[src/rtl/error_tolerant_type2_corrector16.sv]
// Exact-sum checker for the error-tolerant type-II adder: recomputes A+B one
// segment per cycle with a true rippled carry and flags mismatching segments.
module error_tolerant_type2_corrector16 #(
   parameter int WIDTH = 16,
   parameter int SEG_W = 4,
   parameter int CNT_W = 16,
   localparam int NUM_SEG = WIDTH / SEG_W
) (
   input  logic               clk_i,
   input  logic               rst_ni,
   input  logic               in_valid_i,
   output logic               in_ready_o,
   input  logic [WIDTH-1:0]   add1_i,
   input  logic [WIDTH-1:0]   add2_i,
   input  logic [WIDTH:0]     approx_i,
   output logic               out_valid_o,
   input  logic               out_ready_i,
   output logic [WIDTH:0]     exact_o,
   output logic               err_o,
   output logic [NUM_SEG:0]   err_mask_o,
   output logic [CNT_W-1:0]   err_cnt_o,
   input  logic               cnt_clr_i
);

   localparam int SEG_IDX_W = (NUM_SEG > 1) ? $clog2(NUM_SEG) : 1;

   typedef enum logic [1:0] {IDLE, SCAN, OUT} state_t;

   state_t                 state_q, state_d;
   logic [WIDTH-1:0]       a_q, b_q;
   logic [WIDTH:0]         approx_q;
   logic [WIDTH:0]         exact_q;
   logic [NUM_SEG:0]       mask_q;
   logic [SEG_IDX_W-1:0]   seg_idx_q;
   logic                   carry_q;
   logic [CNT_W-1:0]       cnt_q;

   logic [SEG_W-1:0]       seg_a, seg_b, seg_apx;
   logic [SEG_W:0]         seg_sum;
   logic                   last_seg;
   logic                   accept;
   logic                   out_fire;

   always_comb begin
      seg_a    = a_q[seg_idx_q*SEG_W +: SEG_W];
      seg_b    = b_q[seg_idx_q*SEG_W +: SEG_W];
      seg_apx  = approx_q[seg_idx_q*SEG_W +: SEG_W];
      seg_sum  = {1'b0, seg_a} + {1'b0, seg_b} + (SEG_W+1)'(carry_q);
      last_seg = (seg_idx_q == SEG_IDX_W'(NUM_SEG-1));
      accept   = in_valid_i && (state_q == IDLE);
      out_fire = out_ready_i && (state_q == OUT);
   end

   always_comb begin
      state_d = state_q;
      case (state_q)
         IDLE:    if (accept) state_d = SCAN;
         SCAN:    if (last_seg) state_d = OUT;
         OUT:     if (out_ready_i) state_d = IDLE;
         default: state_d = IDLE;
      endcase
   end

   always_ff @(posedge clk_i or negedge rst_ni) begin
      if (!rst_ni) state_q <= IDLE;
      else         state_q <= state_d;
   end

   // Results are written segment by segment; they hold untouched in IDLE/OUT.
   always_ff @(posedge clk_i or negedge rst_ni) begin
      if (!rst_ni) begin
         a_q       <= '0;
         b_q       <= '0;
         approx_q  <= '0;
         exact_q   <= '0;
         mask_q    <= '0;
         seg_idx_q <= '0;
         carry_q   <= 1'b0;
      end else begin
         case (state_q)
            IDLE: begin
               if (accept) begin
                  a_q       <= add1_i;
                  b_q       <= add2_i;
                  approx_q  <= approx_i;
                  seg_idx_q <= '0;
                  carry_q   <= 1'b0;
               end
            end
            SCAN: begin
               exact_q[seg_idx_q*SEG_W +: SEG_W] <= seg_sum[SEG_W-1:0];
               mask_q[seg_idx_q] <= (seg_sum[SEG_W-1:0] != seg_apx);
               carry_q   <= seg_sum[SEG_W];
               seg_idx_q <= seg_idx_q + SEG_IDX_W'(1);
               if (last_seg) begin
                  exact_q[WIDTH]  <= seg_sum[SEG_W];
                  mask_q[NUM_SEG] <= (seg_sum[SEG_W] != approx_q[WIDTH]);
               end
            end
            default: ;
         endcase
      end
   end

   // Clear has priority over a same-cycle increment.
   always_ff @(posedge clk_i or negedge rst_ni) begin
      if (!rst_ni)                                  cnt_q <= '0;
      else if (cnt_clr_i)                           cnt_q <= '0;
      else if (out_fire && (|mask_q) && !(&cnt_q))  cnt_q <= cnt_q + CNT_W'(1);
   end

   assign in_ready_o  = (state_q == IDLE);
   assign out_valid_o = (state_q == OUT);
   assign exact_o     = exact_q;
   assign err_mask_o  = mask_q;
   assign err_o       = |mask_q;
   assign err_cnt_o   = cnt_q;

endmodule
[config.mk]
export PLATFORM = sky130hd
export DESIGN_NAME = error_tolerant_type2_corrector16
export DESIGN_NICKNAME = d
export VERILOG_FILES = /design/src/rtl/error_tolerant_type2_corrector16.sv
export SDC_FILE = /design/constraint.sdc
export NUM_CORES = 1
export LEC_CHECK = 0
export CAP_MARGIN = 20
export CELL_PAD_IN_SITES_DETAIL_PLACEMENT = 0
export CELL_PAD_IN_SITES_GLOBAL_PLACEMENT = 1
export CORE_UTILIZATION = 40
export DETAILED_ROUTE_END_ITERATION = 8
export DONT_BUFFER_PORTS = 1
export GPL_TIMING_DRIVEN = 0
export HOLD_SLACK_MARGIN = 0.12
export PLACE_DENSITY = 0.74
export SYNTH_ARGS = -nofsm -noshare
export SYNTH_HDL_FRONTEND = slang
export SYNTH_SLANG_ARGS = --single-unit
[constraint.sdc]
create_clock -name clk_i -period 8.7 [get_ports clk_i]
set_input_delay 2.175 -clock clk_i [delete_from_list [all_inputs] [get_ports clk_i]]
set_output_delay 2.175 -clock clk_i [all_outputs]
set_load 0.005 [all_outputs]
==> run metrics, run 1 <==
outcome finished, final reports clean; Total Die Area 11,500 sq um; DR vias 3,059; grt ovf 0; reg2reg setup slack 4860 ps; Synth Warn # 0; worst hold endpoint b_q[11]$_DFFE_PN0P_; TritonCTS buffer count 9; share of the synthesized area in the top cell type 52.0%; Syn Area/Cell 9.98 sq um; H-tree depth 3; largest area contributor in the netlist dfrtp_1; Worst EP arrival 4090 ps; clock edge transition at the registers on the reported setup and hold paths 90 ps; die height 107 um; VDD IR max roughly 0.16 mV; Reg area ~2300 sq um; beginning of the worst register-to-register path seg_idx_q[0]$_DFFE_PN0P_; share of layout cells above drive strength 1 around 9.8%; Hold Path Stages 2; CTS root buf clkbuf_8; row cnt 38; CTS tree done; fin util 44.5%; Final Setup Violations 0; RSZ-0062 raised after global routing no; Netlist Area Pre-Place around 4400 sq um; LEAKAGE 0.00223 uW; wire length of the first global-routing pass 16,600 um; CTS Sinks 92; final WL 10,100 um; Post-Syn Nets 511; # resized after CTS 0; total track usage 19.2%; Setup CP Type reg -> reg; Die Wd 107 um; Clk Latency, worst-skew pair approximately 360 ps; sequential-to-total area share from yosys stat 52.0%; CP max-delay cell mux4_2; setup_tns 0 ps; Post-DRT Antenna Nets 0; Post-synth EDFFs 0; max_slew headroom 55.7%; vias per std cell 5.12; Slew @ Worst Pin between 600 and 700 ps; DRT Pass-1 Iters 4; filler cell count 1,060; crit-path most repeated cell fa_1; # Max-Cap Violations 0; Post-synth top cells nand2_1 (170), dfrtp_1 (92), nor2_1 (22); Hold Crit Class reg -> reg; hold buffer count at cts 0; antenna violations before repair 0; Worst Path Max Fanout 10; Pwr per Cell Area 389 nW/um^2; I/O pins 95; Hold Fails Final Rpt 0; drt initial violations between 100 and 150; clock skew slightly above 10 ps; vias in the first global route 3,213; count leader, synth nand2_1; max-slew violations 0; largest net degree at the start of global routing 93; area of the core 10,800 sq um; post-CTS setup buffer count 0; Multi-input gate area roughly 2000 sq um; fin crit share approximately 44%; Area growth syn-to-layout 8.30%; Nets 522; worst hold start b_q[11]$_DFFE_PN0P_; FF-to-FF End err_mask_o[2]$_DFFE_PN0P_; Starting Density approximately two fifths; Worst EP required 8950 ps; CP startpoint kind flop; DR WL/cell about 17 um; CP top delay family multiplexers; ys async rst share 100%; top post-synthesis cells by area dfrtp_1 (52%), nand2_1 (14%), mux4_2 (5.1%); synth unique cells 47; Fmax 0.260 GHz; CP bufs+invs 2; Clock Path Buffers 2; CP Capture Type flop; R2R cell count 9; remaining design rule violation count 0; crit path time final 3840 ps; routability cong. 0.763; CP Cell Sequence buf_4 -> buf_2 -> mux4_2 -> fa_1 -> fa_1 -> xnor2_1 -> xor2_1 -> nand4b_1 -> mux2_2; Post-Syn Instances 444; # diodes 0; Post-synth top flop dfrtp_1; Port Buffers 0; DP HPWL 7200 um; FF+latch count, synth 92; max incr delay on CP approximately 570 ps
[per-stage QoR]
| stage | instances | setup WS, ps | cell area (sq um) | total power [uW] | hold WS [ps] |
|---|---|---|---|---|---|
| after floorplan | 444 | 5480 | 4430 | 1340 | 440 |
| after global placement | 584 | 4870 | 4610 | 1560 | 452 |
| after detailed placement | 584 | 4830 | 4610 | 1580 | 459 |
| after CTS | 597 | 4780 | 4800 | 1890 | 480 |
| after global routing | 597 | 4590 | 4800 | 2020 | 494 |
| final | 597 | 4860 | 4800 | 1870 | 474 |
[power breakdown]
part / leakage (uW) / switching [uW] / internal (uW)
registers: 0.00118 / 97.1 / 583
logic: 0.000949 / 515 / 371
clock network: 0.0000981 / 143 / 157
total: 0.00223 / 755 / 1110
[kinds of logic (layout without fill, tap and decap cells)]
kind of cell    count (synthesis)  count (layout)  synth area share, %
simple gates                  235             235                 23.5
flops                          92              92                 52.0
mux                            19              19                 7.26
compound gates                 33              33                 5.51
buf+inv                        29              42                 2.91
xor+xnor                       23              23                 4.86
fa+ha+maj                      13              13                 4.01
[layout make-up]
| cell class | instances | share of cell area, % |
|---|---|---|
| Sequential cell | 92 | 48.0 |
| Tap cell | 140 | 3.65 |
| Inverter | 8 | 0.626 |
| Clock buffer | 10 | 2.66 |
| Clock inverter | 3 | 1.36 |
| Multi-Input combinational cell | 323 | 41.7 |
| Buffer | 21 | 2.06 |
[cells in the final DEF, fill, tap and decap left out, types with 4 or more instances in the layout]
cell | Yosys | final
xnor2_1 | 20 | 20
o31ai_1 | 4 | 4
nand3_1 | 9 | 9
inv_1 | 8 | 8
o21ai_0 | 7 | 7
clkbuf_1 | 13 | 14
dfrtp_1 | 92 | 92
mux2i_1 | 4 | 4
ha_1 | 11 | 11
a22o_1 | 10 | 10
nor4_1 | 6 | 6
mux4_2 | 10 | 10
nor2_1 | 22 | 22
nor3_1 | 5 | 5
mux2_2 | 5 | 5
buf_2 | 4 | 4
nand2_1 | 170 | 170
clkbuf_8 | 0 | 9
[per-layer routing]
layer | global-route usage [%] | part of all wire, %
met1 | 24.8 | 45
met2 | 30.7 | 48
met3 | 4.74 | 5.5
met4 | 8.02 | 1.9
met5 | 0 | 0
[state kept, by name, indices dropped and copies added (netlist names)]
signal / cells
a_q: 16
state_q: 2
exact_o: 17
err_cnt_o: 16
carry_q: 1
b_q: 16
approx_q: 17
err_mask_o: 5
seg_idx_q: 2
[tightest hold or removal path, cell delays in order, from the launching register on]
cell and delay (ps):
dfrtp_1 350, nand2_1 50, nand2_1 50
[worst max-delay path by stage]
stage / endpoint / cells after the start / startpoint / slack (ps)
after detailed placement: err_mask_o[2]$_DFFE_PN0P_ / 9 / seg_idx_q[0]$_DFFE_PN0P_ / 4830
after floorplan: err_mask_o[1]$_DFFE_PN0P_ / 10 / seg_idx_q[0]$_DFFE_PN0P_ / 5480
after global placement: err_mask_o[2]$_DFFE_PN0P_ / 9 / seg_idx_q[0]$_DFFE_PN0P_ / 4870
after global routing: err_mask_o[2]$_DFFE_PN0P_ / 9 / seg_idx_q[0]$_DFFE_PN0P_ / 4590
final: err_mask_o[2]$_DFFE_PN0P_ / 9 / seg_idx_q[0]$_DFFE_PN0P_ / 4860
after CTS: err_mask_o[2]$_DFFE_PN0P_ / 9 / seg_idx_q[0]$_DFFE_PN0P_ / 4780
No activity file was read; power rests on OpenSTA's default activity.
==> run 2: changes to the inputs <==
- PLACE_DENSITY: 0.74 -> 0.77
- clock period: 8.7 -> 3.23 ns (I/O delays scaled with it)
==> run metrics, run 2 (synthesis gave the netlist of run 1 again) <==
Fmax 0.326 GHz (+25%); # diodes 0 (unchanged); CTS tree done; RSZ-0062 raised after global routing no; crit-path most repeated cell fa_2; Worst EP required 3470 ps (-5480 ps); Hold Fails Final Rpt 0 (unchanged); Clk Latency, worst-skew pair 360 ps (about the same); VDD IR max 0.475 mV (+190%); Final Setup Violations 0 (unchanged); total track usage 19.5% (+0.30 points); clock skew 8.34 ps (-1.75 ps); most common cell after layout, fill and taps aside nand2_1; final WL 10,400 um (+3.9%); wire length of the first global-routing pass 16,700 um (+0.71%); Worst EP arrival 3300 ps (-790 ps); area of the core 10,800 sq um (unchanged); Port Buffers 0 (unchanged); CP max-delay cell fa_2; DR WL/cell 17.3 um (+2.5%); Nets 529 (+1.3%); CTS root buf clkbuf_8; vias per std cell 5.10 (-0.52%); max_slew headroom 38.7% (-17 points); drt initial violations 130 (-5.1%); vias in the first global route 3,226 (+0.40%); Hold Crit Class in -> async; max incr delay on CP 590 ps (+20 ps); antenna violations before repair 0 (unchanged); clock edge transition at the registers on the reported setup and hold paths 80 ps (about the same); CP Cell Sequence buf_6 -> buf_8 -> mux4_2 -> fa_2 -> fa_2 -> xnor2_1 -> o21ai_1 -> nand4b_1 -> mux2_4; Clock Path Buffers 2 (unchanged); I/O pins 95 (unchanged); CTS Sinks 92 (unchanged); DR vias 3,084 (+0.82%); row cnt 38 (unchanged); Worst Path Max Fanout 10 (unchanged); # Max-Cap Violations 0 (unchanged); fin crit share 94.8% (+51 points); Hold WS 260 ps (-214 ps); CP Capture Type flop; routability cong. 0.770 (+0.90%); Pwr per Cell Area 1080 nW/um^2 (+180%); die height 107 um (unchanged); Setup CP Type reg -> reg; largest net degree at the start of global routing 37 (-60%); LEAKAGE 0.00228 uW (+2.6%); max-slew violations 0 (unchanged); grt ovf 0 (unchanged); Area growth syn-to-layout 11.2%; Total Die Area 11,500 sq um (unchanged); share of layout cells above drive strength 1 12.0% (+2.2 points); most frequent cells in the layout nand2_1 (170), dfrtp_1 (91), nor2_1 (22); remaining design rule violation count 0 (unchanged); TritonCTS buffer count 9 (unchanged); Post-DRT Antenna Nets 0 (unchanged); outcome finished, final reports clean; CP startpoint kind flop; DP HPWL 7250 um (+0.64%); H-tree depth 3 (unchanged); setup_tns 0 ps (unchanged); DRT Pass-1 Iters 4 (unchanged); crit path time final 3060 ps (-777 ps); Starting Density 41.1% (unchanged); Slew @ Worst Pin 916 ps (+256 ps); Die Wd 107 um (unchanged)
## run 2: changes by cell type in the layout (fill, tap and decap cells not counted), moves of 2 or more
cell / delta
fa_2: +2
dlygate4sd3_1: +2
clkbuf_8: +2
buf_2: -2
buf_4: +4
buf_12: +2
fa_1: -2
## run 2: per-stage QoR
stage | utilization [%] | total power [uW] | setup slack (ps) | cells | area (sq um)
after CTS | 45.6 | 5330 | 23.2 | 605 | 4920
after floorplan | - | 3610 | 7.98 | 444 | 4430
after global routing | 45.7 | 5720 | 38.4 | 605 | 4930
after global placement | 42.7 | 4190 | -590 | 584 | 4610
after detailed placement | 42.7 | 4260 | -640 | 584 | 4610
final | 45.7 | 5300 | 167 | 605 | 4930
## run 2: repair_timing
| item | CTS | global route |
|---|---|---|
| endpoints found under the hold margin | 36 | 0 |
| hold buffers | 4 | 0 |
| resized for setup | 8 | 3 |
| setup buffers | 4 | 1 |
| setup endpoints to repair | 9 | 5 |
| pin swaps | 3 | 1 |
## run 2: worst max-delay path, delay by kind of cell (launching register included)
family	cells	cell delay, ps
buffers and inverters	2	270
XOR/XNOR	1	80
multiplexers	2	880
flip-flops	1	380
adder cells (fa/ha/maj)	2	980
AND/OR/NAND/NOR	1	230
AO/OA/AOI/OAI	1	130
## run 2: layout make-up
class                   count  area, sq um
plain buffers              19          104
clock buffers              12          155
clock inverters             2         35.0
fillers                  1022         5870
inverters                   8         30.0
multi-input cells         323         2030
flip-flops and latches     92         2300
well taps                 140          175
repair buffers              9         97.6
## run 2: where the power goes
| group | switching [uW] | internal (uW) |
|---|---|---|
| Clock | 383 | 391 |
| Sequential | 263 | 1570 |
| Combinational | 1470 | 1220 |
## run 2: per-layer routing
metal / part of all wire, % / track usage (%) / wire, um / up-vias
met5: 0 / 0 / 0 / -
met4: 1.4 / 6.56 / 147 / 0
met3: 5.2 / 4.98 / 544 / 12
met2: 47 / 30.7 / 4920 / 81
met1: 46 / 26.2 / 4830 / 1489
li1: - / - / - / 1502
## run 2: final timing paths
check	startpoint	endpoint	slack, ps	cells past startpoint
min in group clk_i	approx_q[3]$_DFFE_PN0P_	approx_q[3]$_DFFE_PN0P_	480	2
max reg2reg	seg_idx_q[0]$_DFFE_PN0P_	err_mask_o[1]$_DFFE_PN0P_	170	9
max in group asynchronous	rst_ni	err_cnt_o[13]$_DFFE_PN0P_	1640	1
min reg2reg	approx_q[3]$_DFFE_PN0P_	approx_q[3]$_DFFE_PN0P_	480	2
max	seg_idx_q[0]$_DFFE_PN0P_	err_mask_o[1]$_DFFE_PN0P_	170	9
min	rst_ni	b_q[4]$_DFFE_PN0P_	260	1
